==> config.mk <==
export PLATFORM = sky130hd
export DESIGN_NAME = mouse_accum
export DESIGN_NICKNAME = d
export VERILOG_FILES = /design/src/rtl/mouse_accum.sv
export SDC_FILE = /design/constraint.sdc
export NUM_CORES = 1
export LEC_CHECK = 0
export BUFFER_PORTS_ARGS = -buffer_cell sky130_fd_sc_hd__buf_2
export CORE_ASPECT_RATIO = 1.75
export CORE_MARGIN = 2
export CORE_UTILIZATION = 60
export DETAILED_ROUTE_END_ITERATION = 12
export GPL_TIMING_DRIVEN = 0
export PLACE_DENSITY = 0.8
export SLEW_MARGIN = 15
export SYNTH_ARGS = -nofsm -noshare
export SYNTH_HDL_FRONTEND = slang
export SYNTH_SLANG_ARGS = --single-unit
==> constraint.sdc <==
create_clock -name CLK -period 5.52 [get_ports CLK]
set_input_delay 0.276 -clock CLK [delete_from_list [all_inputs] [get_ports CLK]]
set_output_delay 0.276 -clock CLK [all_outputs]
set_load 0.02 [all_outputs]
==> src/rtl/mouse_accum.sv <==
// mouse_accum: sums host mouse deltas into saturating per-axis accumulators and
// emits one clamped packet per frame, carrying unconsumed motion into later frames.
module mouse_accum #(
   parameter int ACC_W = 12
) (
   input  logic        CLK,
   input  logic        RESET,
   input  logic        CE,
   input  logic [24:0] MOUSE_IN,
   input  logic        VBLANK,
   output logic [24:0] MOUSE_OUT
);
   localparam int SW = ACC_W + 2;

   typedef enum logic [1:0] {IDLE = 2'd0, PEND = 2'd1, EMIT = 2'd2} state_t;

   state_t                  state, state_next;
   logic signed [ACC_W-1:0] acc_x, acc_y, acc_x_next, acc_y_next;
   logic [2:0]              btn, btn_next, btn_sent, btn_sent_next;
   logic                    tog_q, vbl_q;
   logic [24:0]             out_next;
   logic                    pkt, rise, do_emit, pending_next;
   logic signed [SW-1:0]    dx, dy, ext_x, ext_y, ext_ex, ext_ey;
   logic signed [8:0]       ex, ey;
   logic                    unused_bits;

   assign unused_bits = MOUSE_IN[3];

   // 9-bit packet delta; the overflow flag forces the extreme value of the given sign
   function automatic logic signed [SW-1:0] axis_delta(input logic sgn, input logic [7:0] lo,
                                                        input logic ovf);
      logic [8:0] d;
      if (ovf) begin
         d = sgn ? 9'h100 : 9'h0FF;
      end else begin
         d = {sgn, lo};
      end
      return {{(SW-9){d[8]}}, d};
   endfunction

   function automatic logic signed [ACC_W-1:0] sat_acc(input logic signed [SW-1:0] v);
      logic signed [SW-1:0] hi, lo;
      hi = {3'b000, {(ACC_W-1){1'b1}}};
      lo = {3'b111, {(ACC_W-1){1'b0}}};
      if (v > hi) begin
         return hi[ACC_W-1:0];
      end else if (v < lo) begin
         return lo[ACC_W-1:0];
      end else begin
         return v[ACC_W-1:0];
      end
   endfunction

   function automatic logic signed [8:0] clamp_emit(input logic signed [ACC_W-1:0] a);
      logic signed [ACC_W-1:0] hi, lo;
      hi = {{(ACC_W-8){1'b0}}, 8'hFF};
      lo = {{(ACC_W-8){1'b1}}, 8'h00};
      if (a > hi) begin
         return 9'h0FF;
      end else if (a < lo) begin
         return 9'h100;
      end else begin
         return a[8:0];
      end
   endfunction

   // Intake, emission arithmetic and next-state selection
   always_comb begin
      pkt     = MOUSE_IN[24] ^ tog_q;
      rise    = CE & VBLANK & ~vbl_q;
      do_emit = (state == PEND) & rise;
      ex      = clamp_emit(acc_x);
      ey      = clamp_emit(acc_y);
      ext_x   = {{2{acc_x[ACC_W-1]}}, acc_x};
      ext_y   = {{2{acc_y[ACC_W-1]}}, acc_y};
      ext_ex  = {{(SW-9){ex[8]}}, ex};
      ext_ey  = {{(SW-9){ey[8]}}, ey};

      if (pkt) begin
         dx       = axis_delta(MOUSE_IN[4], MOUSE_IN[15:8], MOUSE_IN[6]);
         dy       = axis_delta(MOUSE_IN[5], MOUSE_IN[23:16], MOUSE_IN[7]);
         btn_next = MOUSE_IN[2:0];
      end else begin
         dx       = {SW{1'b0}};
         dy       = {SW{1'b0}};
         btn_next = btn;
      end

      // Emission uses the pre-update accumulators and buttons
      if (do_emit) begin
         acc_x_next    = sat_acc(ext_x - ext_ex + dx);
         acc_y_next    = sat_acc(ext_y - ext_ey + dy);
         btn_sent_next = btn;
         out_next      = {~MOUSE_OUT[24], ey[7:0], ex[7:0], (ext_y != ext_ey), (ext_x != ext_ex),
                          ey[8], ex[8], 1'b0, btn};
      end else begin
         acc_x_next    = sat_acc(ext_x + dx);
         acc_y_next    = sat_acc(ext_y + dy);
         btn_sent_next = btn_sent;
         out_next      = MOUSE_OUT;
      end

      pending_next = (acc_x_next != {ACC_W{1'b0}}) | (acc_y_next != {ACC_W{1'b0}})
                   | (btn_next != btn_sent_next);

      state_next = IDLE;
      case (state)
         IDLE:    state_next = pending_next ? PEND : IDLE;
         PEND:    state_next = do_emit ? EMIT : (pending_next ? PEND : IDLE);
         EMIT:    state_next = pending_next ? PEND : IDLE;
         default: state_next = IDLE;
      endcase
   end

   // State, accumulators and the registered output packet
   always_ff @(posedge CLK or posedge RESET) begin
      if (RESET) begin
         state     <= IDLE;
         acc_x     <= {ACC_W{1'b0}};
         acc_y     <= {ACC_W{1'b0}};
         btn       <= 3'b000;
         btn_sent  <= 3'b000;
         tog_q     <= 1'b0;
         vbl_q     <= 1'b0;
         MOUSE_OUT <= 25'h0;
      end else begin
         state     <= state_next;
         acc_x     <= acc_x_next;
         acc_y     <= acc_y_next;
         btn       <= btn_next;
         btn_sent  <= btn_sent_next;
         tog_q     <= MOUSE_IN[24];
         vbl_q     <= CE ? VBLANK : vbl_q;
         MOUSE_OUT <= out_next;
      end
   end
endmodule
==> reports/metrics.cfg, run 1 <==
[status]
status = completed

[clocking]
clk_latency_ns = 0.33
clockBufferDepth = 2
numCtsBuffers = 9
clk_pin_slew_ns = 0.05
ctsHoldBuffers = 0
cts_setup_buffers = 0
cts_resized = 0
cts_tree = built
h-tree-depth = 3
clock-sinks = 58
cts-root-buf = clkbuf_16

[setup_path]
r2r_cells = 15
cpMaxStageDelayCell = o21ai_0
cp_num_buf_inv = 0
required_ns = 5.71
worstSetupEndpointType = flip-flop
critPathMaxFanout = 8
crit_type = reg -> reg
critPathTopFamily = compound AO/OA/AOI/OAI gates
start_kind = flip-flop
cpPeakStageDelay_ns = 0.58
cp.arrival_ns = 5.43
crit_cells = 15
path_cells = nor3_1 -> nor2_1 -> o21ai_0 -> fa_1 -> ha_1 -> a21o_1 -> a211oi_1 -> o21ai_1 -> a31oi_1 -> nor2_1 -> a21oi_1 -> o221ai_1 -> nor3_1 -> and4b_1 -> a41oi_1

[detailed_routing]
met2RoutedLength_microns = 9800
wl_met1_microns = 6250
met3_length_microns = 684
vias = 5974
highest_layer = met4
drtIter0Drc = 380
wl_microns = 18000
drc = 0
firstDrtPassIters = 5
via_per_inst = 6.27
antenna_left = 0
wl_per_cell_microns = 18.9

[global_routing]
grt_pass1_wl_microns = 29100
grt_max_degree = 59
grt_pass1_vias = 6206
overflow = 0
grt_use_total = 0.334
antenna_found_initial = 0

[cells_and_area]
areaGrowthSynthToFinish_pct = 11.5
drive_gt1_frac = 0.108
antenna_cells = 0
most-common-layout-cells = nor2_1 (84), nand2_1 (81), ha_1 (74)
nNetsFinal = 941
final_common_cell = nor2_1

[sta]
drv_slew = 0
relSlewSlack = 0.260
final.setup.tns_ns = 0
fin_crit_sh = 0.948
final-setup-viol-count = 0
rsz0062_at_grt = no
timing.fmax_mhz = 191
clock-skew-final_ns = 0.00579
finalHoldViolCount = 0
worstMarginPinSlew_ns = 1.10
period_minus_slack_ns = 5.23

[yosys]
yosys.area_share.simple = 0.199
synth_fa_ha_area_frac = 0.202
synthArstFlopShare = 1.00
synth_xor_area_frac = 0.0539
synth_flop_cell = dfrtp_1
syn_nets = 881
synth_area_leaders = dfrtp_1 (24%), ha_1 (15%), a21oi_1 (5.4%)
synth_area_per_cell_sq_um = 8.10
yosysSeqAreaShare = 0.235
yosys_warnings = 0
synth_edf_count = 0
syn_area_sq_mm = 0.00617
yosysTopAreaCell = dfrtp_1
synth_top_family_by_area = compound AO/OA/AOI/OAI gates
ys_seq_elements = 58
yosys.area.top_type_share = 0.235
syn_inst = 762
synth_compound_area_frac = 0.260
muxShareOfSynthArea = 0.00345
ys_types = 72

[floorplanning]
rows = 49
die-area_sq_mm = 0.0111
die_h_microns = 138
coreArea_sq_mm = 0.0101
fp.dieW_microns = 80.7
ios = 54
start_util = 0.610

[min_path]
min_path_type = in -> async

[place]
port_buffers = 49
dpl.hpwl_microns = 14400
routabilityCongestion = 1.01

[flow_run]
cap_violations = 0

[worst reg2reg max path: stages, from the launching register on]
cell and delay, ns:
dfrtp_1 0.48, nor3_1 0.25, nor2_1 0.16, o21ai_0 0.58
fa_1 0.54, ha_1 0.38, a21o_1 0.22, a211oi_1 0.35
o21ai_1 0.10, a31oi_1 0.46, nor2_1 0.19, a21oi_1 0.50
o221ai_1 0.23, nor3_1 0.29, and4b_1 0.26, a41oi_1 0.12
[metrics by stage]
step | area, sq um | hold slack, ns | util | instances | worst slack [ns]
floorplan | 6170 | 0.307 | - | 762 | 1.40
finish | 6880 | 0.0715 | 0.680 | 953 | 0.286
global route | 6880 | 0.0823 | 0.680 | 953 | 0.119
global placement | 6570 | 0.410 | 0.650 | 938 | 0.185
detailed placement | 6580 | 0.411 | 0.650 | 938 | 0.127
CTS | 6880 | 0.0710 | 0.680 | 953 | 0.136
[sequential cells by signal, summed over array words and instances, names as in the netlist]
name       flops
MOUSE_OUT     24
acc_x         12
acc_y         12
btn            3
btn_sent       3
state          2
tog_q          1
vbl_q          1
[metal layers]
metal	track usage	vias to the layer above
met5	0	-
met4	0.238	0
met3	0.0398	83
met2	0.614	215
met1	0.331	2829
li1	-	2847
[cell usage after synthesis, drive strengths merged (3+ instances only)]
| cell type | instances |
|---|---|
| a2111oi | 3 |
| a211o | 12 |
| a211oi | 5 |
| a21boi | 3 |
| a21o | 28 |
| a21oi | 67 |
| a221o | 7 |
| a22o | 3 |
| a31oi | 7 |
| and2 | 11 |
| and3 | 5 |
| and4 | 3 |
| buf | 6 |
| clkbuf | 13 |
| dfrtp | 58 |
| fa | 16 |
| ha | 74 |
| inv | 53 |
| nand2 | 81 |
| nand2b | 7 |
| nand3 | 13 |
| nand4 | 5 |
| nor2 | 84 |
| nor2b | 12 |
| nor3 | 15 |
| nor3b | 3 |
| o2111ai | 3 |
| o211ai | 9 |
| o21a | 9 |
| o21ai | 60 |
| o31a | 3 |
| o31ai | 4 |
| or2 | 7 |
| or3 | 5 |
| xnor2 | 26 |
| xor2 | 12 |
[final timing paths]
kind	from	to	slack, ns
max in group asynchronous	RESET	MOUSE_OUT[2]	4.96
min in group CLK	MOUSE_IN[24]	tog_q	0.07
hold reg to reg	MOUSE_OUT[24]	MOUSE_OUT[24]	0.47
setup reg to reg	acc_y[9]	state[0]	0.29
hold / removal	RESET	acc_y[2]	0.07
setup / recovery	acc_y[9]	state[0]	0.29
[kinds of logic (layout without fill, tap and decap cells)]
group,Yosys count,after routing
AO/OA/AOI/OAI,239,239
other,1,1
AND/OR/NAND/NOR,262,262
adder cells (fa/ha/maj),90,90
buffers and inverters,72,136
flip-flops,58,58
XOR/XNOR,38,38
multiplexers,2,2
[layout make-up]
type | instances | area, sq um
buffer | 19 | 86.3
clock buffer | 11 | 253
clock inverter | 4 | 51.3
fill | 853 | 3230
inverter | 53 | 201
multi-input combinational | 632 | 4430
sequential | 58 | 1450
tap | 127 | 159
timing repair buffer | 49 | 245
Power of run 1 is not shown: default switching activity piles up to over one toggle a cycle in this logic, so the estimate is an artifact.
==> inputs of run 2 (changes only) <==
--- a/config.mk
+++ b/config.mk
@@ -9,6 +9,7 @@
 export CORE_ASPECT_RATIO = 1.75
 export CORE_MARGIN = 2
 export CORE_UTILIZATION = 60
+export CTS_BUF_LIST = sky130_fd_sc_hd__clkbuf_8
 export DETAILED_ROUTE_END_ITERATION = 12
 export GPL_TIMING_DRIVEN = 0
 export PLACE_DENSITY = 0.8
==> reports/metrics.cfg, run 2 (same netlist as run 1, synthesis figures left out) <==
[status]
status = completed  ; unchanged

[floorplanning]
die-area_sq_mm = 0.0111  ; unchanged
die_h_microns = 138  ; unchanged
coreArea_sq_mm = 0.0101  ; unchanged
start_util = 0.610  ; unchanged
rows = 49  ; unchanged
ios = 54  ; unchanged
fp.dieW_microns = 80.7  ; unchanged

[cells_and_area]
areaGrowthSynthToFinish_pct = 9.90  ; was 11.5%
nNetsFinal = 941  ; unchanged
final_core_util = 0.670  ; was 0.680
drive_gt1_frac = 0.108  ; unchanged
largest-register = MOUSE_OUT  ; unchanged
most-common-layout-cells = nor2_1 (84), nand2_1 (81), ha_1 (74)  ; unchanged
largest_registers = MOUSE_OUT x24, acc_x x12, acc_y x12  ; unchanged
nFillCells = 870  ; was 853
largest_reg_flops = 24  ; unchanged
final_common_cell = nor2_1  ; unchanged
antenna_cells = 0  ; unchanged

[detailed_routing]
vias = 6016  ; was 5974
wl_per_cell_microns = 18.9  ; about the same
drtIter0Drc = 415  ; was 380
antenna_left = 0  ; unchanged
wl_microns = 18000  ; about the same
via_per_inst = 6.31  ; was 6.27
drc = 0  ; unchanged
firstDrtPassIters = 5  ; unchanged

[setup_path]
cpPeakStageDelay_ns = 0.58  ; about the same
timing.rr.end = state[0]  ; unchanged
start_kind = flip-flop  ; unchanged
crit_type = reg -> reg  ; unchanged
worstSetupEndpointType = flip-flop  ; unchanged
cpMaxStageDelayCell = o21ai_0  ; unchanged
required_ns = 5.74  ; was 5.71 ns
cp-startpoint = acc_y[8]  ; was acc_y[9]
r2r_setup_slack_ns = 0.24  ; was 0.29 ns
timing.rr.start = acc_y[8]  ; was acc_y[9]
critPathMaxFanout = 8  ; unchanged
cp.arrival_ns = 5.50  ; was 5.43 ns
path_cells = nor3_1 -> nor2_1 -> o21ai_0 -> fa_1 -> ha_1 -> a21o_1 -> a211oi_1 -> o21ai_1 -> a31oi_1 -> nor2_1 -> a21oi_1 -> o221ai_1 -> nor3_1 -> and4b_1 -> a41oi_1  ; unchanged
r2r_cells = 15  ; unchanged

[sta]
fin_ws_ns = 0.235  ; was 0.286 ns
whs_ns = 0.0445  ; was 0.0715 ns
final-setup-viol-count = 0  ; unchanged
clock-skew-final_ns = 0.00763  ; was 0.00579 ns
timing.fmax_mhz = 189  ; was 191 MHz
drv_slew = 0  ; unchanged
finalHoldViolCount = 0  ; unchanged
rsz0062_at_grt = no  ; unchanged
worstMarginPinSlew_ns = 1.12  ; was 1.10 ns
fin_crit_sh = 0.957  ; was 0.948
relSlewSlack = 0.246  ; was 0.260
period_minus_slack_ns = 5.28  ; was 5.23 ns
final.setup.tns_ns = 0  ; unchanged

[global_routing]
overflow = 0  ; unchanged
use_met3 = 0.0418  ; was 0.0398
grt_use_total = 0.335  ; was 0.334
met2_usage = 0.611  ; was 0.614
busiest_layer = met2  ; unchanged
grt_max_degree = 59  ; unchanged
grt_pass1_wl_microns = 29000  ; was 29100 microns
grtUsageMet1 = 0.333  ; was 0.331
antenna_found_initial = 0  ; unchanged
grt_pass1_vias = 6200  ; was 6206

[clocking]
cts_tree = built  ; unchanged
numCtsBuffers = 9  ; unchanged
h-tree-depth = 3  ; unchanged
clockBufferDepth = 2  ; unchanged
clock-sinks = 58  ; unchanged
clk_latency_ns = 0.35  ; was 0.33 ns
clk_pin_slew_ns = 0.07  ; was 0.05 ns
cts-root-buf = clkbuf_8  ; was clkbuf_16
cts_setup_buffers = 0  ; unchanged

[place]
routabilityCongestion = 1.01  ; unchanged
port_buffers = 49  ; unchanged
place_ws_ns = 0.127  ; unchanged
dpl.hpwl_microns = 14400  ; unchanged

[min_path]
min_path_type = in -> async  ; unchanged

[flow_run]
cap_violations = 0  ; unchanged

run 2: cell counts in the layout (fill, tap and decap cells not counted):
Identical to the previous run, type by type.
run 2: worst max path at each step:
stage / depth (start not counted) / end
detailed placement: 17 / state[0]
global placement: 17 / state[0]
finish: 15 / state[0]
global route: 15 / state[0]
floorplan: 19 / state[0]
CTS: 16 / state[0]
run 2: what timing repair did:
item / in CTS / in global routing
setup endpoints to repair: 0 / 1
hold buffers: 0 / 0
resized for setup: 0 / 2
run 2: area by class of cell:
class,count,area [sq um],area share
multi-input combinational,632,4430,0.654
inverter,53,201,0.0297
clock buffer,11,151,0.0223
tap,127,159,0.0234
timing repair buffer,49,245,0.0362
buffer,19,86.3,0.0127
clock inverter,4,51.3,0.00757
sequential,58,1450,0.214
run 2: per-layer routing:
layer,vias to the layer above,wire [microns]
met5,-,0
met4,0,1480
met3,92,690
met2,230,9520
met1,2841,6330
li1,2853,-
run 2: critical path: cells and delay by family (launching register included):
family                   cells  cell delay (ns)
AO/OA/AOI/OAI                8             2.59
adder cells (fa/ha/maj)      2             0.92
flip-flops                   1             0.47
AND/OR/NAND/NOR              5             1.17
run 2: per-stage QoR:
| step | area, sq um | cells |
|---|---|---|
| 2_1_floorplan | 6170 | 762 |
| 3_3_place_gp | 6570 | 938 |
| 3_5_place_dp | 6580 | 938 |
| 4_1_cts | 6780 | 953 |
| 5_1_grt | 6780 | 953 |
| 6_report | 6780 | 953 |
Power of run 2 is left out for the same reason.
==> inputs of run 3 (changes only) <==
--- a/config.mk
+++ b/config.mk
@@ -12,7 +12,7 @@
 export CTS_BUF_LIST = sky130_fd_sc_hd__clkbuf_8
 export DETAILED_ROUTE_END_ITERATION = 12
 export GPL_TIMING_DRIVEN = 0
-export PLACE_DENSITY = 0.8
+export PLACE_DENSITY = 0.81
 export SLEW_MARGIN = 15
 export SYNTH_ARGS = -nofsm -noshare
 export SYNTH_HDL_FRONTEND = slang
==> reports/metrics.cfg, run 3 (same netlist as run 1, synthesis figures left out) <==
[setup_path]
worstSetupEndpointType = flip-flop  ; unchanged
cpMaxStageDelayCell = fa_1  ; was o21ai_0
cp.arrival_ns = 5.45  ; was 5.50 ns
critPathMaxFanout = 8  ; unchanged
start_kind = flip-flop  ; unchanged
path_cells = nor3_1 -> nor2_1 -> o21ai_0 -> fa_1 -> ha_1 -> a21o_1 -> a211oi_1 -> o21ai_1 -> a31oi_1 -> nor2_1 -> a21oi_1 -> o221ai_1 -> nor3_1 -> and4b_1 -> a41oi_1  ; unchanged
required_ns = 5.74  ; about the same
cpPeakStageDelay_ns = 0.52  ; was 0.58 ns
crit_type = reg -> reg  ; unchanged

[clocking]
clk_latency_ns = 0.35  ; about the same
clockBufferDepth = 2  ; unchanged
cts-root-buf = clkbuf_8  ; unchanged
clock-sinks = 58  ; unchanged
numCtsBuffers = 9  ; unchanged
h-tree-depth = 3  ; unchanged
clk_pin_slew_ns = 0.07  ; about the same
cts_tree = built  ; unchanged

[sta]
final.setup.tns_ns = 0  ; unchanged
period_minus_slack_ns = 5.23  ; was 5.28 ns
fin_ws_ns = 0.292  ; was 0.235 ns
drv_slew = 0  ; unchanged
relSlewSlack = 0.285  ; was 0.246
clock-skew-final_ns = 0.00734  ; was 0.00763 ns
rsz0062_at_grt = no  ; unchanged
fin_crit_sh = 0.947  ; was 0.957
timing.fmax_mhz = 191  ; was 189 MHz
finalHoldViolCount = 0  ; unchanged
final-setup-viol-count = 0  ; unchanged
worstMarginPinSlew_ns = 1.07  ; was 1.12 ns

[floorplanning]
start_util = 0.610  ; unchanged
fp.dieW_microns = 80.7  ; unchanged
ios = 54  ; unchanged
rows = 49  ; unchanged
coreArea_sq_mm = 0.0101  ; unchanged
die_h_microns = 138  ; unchanged
die-area_sq_mm = 0.0111  ; unchanged

[detailed_routing]
antenna_left = 0  ; unchanged
wl_per_cell_microns = 19.0  ; was 18.9 microns
vias = 5928  ; was 6016
drtIter0Drc = 333  ; was 415
wl_microns = 18100  ; was 18000 microns
via_per_inst = 6.20  ; was 6.31
drc = 0  ; unchanged
firstDrtPassIters = 7  ; was 5

[place]
port_buffers = 49  ; unchanged
routabilityCongestion = 0.954  ; was 1.01
dpl.hpwl_microns = 14700  ; was 14400 microns
place_ws_ns = 0.182  ; was 0.127 ns

[cells_and_area]
largest-register = MOUSE_OUT  ; unchanged
nFillCells = 872  ; was 870
largest_registers = MOUSE_OUT x24, acc_x x12, acc_y x12  ; unchanged
areaGrowthSynthToFinish_pct = 11.2  ; was 9.90%
drive_gt1_frac = 0.109  ; was 0.108
final_common_cell = nor2_1  ; unchanged
most-common-layout-cells = nor2_1 (84), nand2_1 (81), ha_1 (74)  ; unchanged
nNetsFinal = 943  ; was 941
antenna_cells = 0  ; unchanged
largest_reg_flops = 24  ; unchanged

[global_routing]
grt_pass1_vias = 5945  ; was 6200
met2_usage = 0.621  ; was 0.611
grt_max_degree = 36  ; was 59
grt_pass1_wl_microns = 28500  ; was 29000 microns
busiest_layer = met2  ; unchanged
grtUsageMet1 = 0.315  ; was 0.333
antenna_found_initial = 0  ; unchanged
overflow = 0  ; unchanged
use_met3 = 0.0509  ; was 0.0418
grt_use_total = 0.336  ; was 0.335

[flow_run]
cap_violations = 0  ; unchanged

[min_path]
min_path_type = in -> reg  ; was in -> async

[status]
status = completed  ; unchanged

-- run 3: cell count changes in the layout (fill, tap and decap cells not counted), sizes merged --
cell / change
clkinv: -2
buf: +1
bufinv: +2
inv: +1
dlygate4sd3: +1
-- run 3: worst paths after layout --
path,from,end,slack [ns],depth (start not counted)
setup reg to reg,acc_y[8],state[0],0.29,15
hold / removal,MOUSE_IN[24],tog_q,0.05,1
max in group asynchronous,RESET,acc_x[2],4.42,4
hold reg to reg,MOUSE_OUT[6],MOUSE_OUT[6],0.47,2
setup / recovery,acc_y[8],state[0],0.29,15
min in group asynchronous,RESET,MOUSE_OUT[15],0.52,3
-- run 3: timing repair --
item / in CTS / in global routing
endpoints found under the hold margin: 23 / 0
gates resized for setup: 0 / 2
setup buffers: 0 / 0
hold buffers: 1 / 0
endpoints found under the setup margin: 0 / 1
-- run 3: area by class of cell --
class	count	area [sq um]	area share
Multi-Input combinational cell	632	4430	0.647
Sequential cell	58	1450	0.212
Timing Repair Buffer	51	275	0.0401
Inverter	53	199	0.0290
Tap cell	127	159	0.0232
Clock buffer	11	151	0.0221
Clock inverter	5	101	0.0148
Buffer	19	86.3	0.0126
-- run 3: critical path, delay by kind of cell, from the launching register on --
family,cells,cell delay [ns]
compound gates,8,2.40
flops,1,0.46
fa+ha+maj,2,0.90
simple gates,5,1.33
-- run 3: stage by stage --
step | cells | instance area [sq um] | hold slack [ns] | utilization
after floorplan | 762 | 6170 | 0.307 | -
after global placement | 938 | 6570 | 0.409 | 0.650
after detailed placement | 939 | 6590 | 0.339 | 0.652
after CTS | 956 | 6860 | 0.0511 | 0.678
after global routing | 956 | 6860 | 0.0553 | 0.678
final | 956 | 6860 | 0.0485 | 0.678
-- run 3: metal layers --
| layer | part of all wire | wire (microns) | vias to the layer above |
|---|---|---|---|
| met5 | 0 | 0 | - |
| met4 | 0.075 | 1360 | 0 |
| met3 | 0.038 | 696 | 80 |
| met2 | 0.55 | 9940 | 201 |
| met1 | 0.34 | 6130 | 2808 |
| li1 | - | - | 2839 |
Power of run 3 is left out for the same reason.
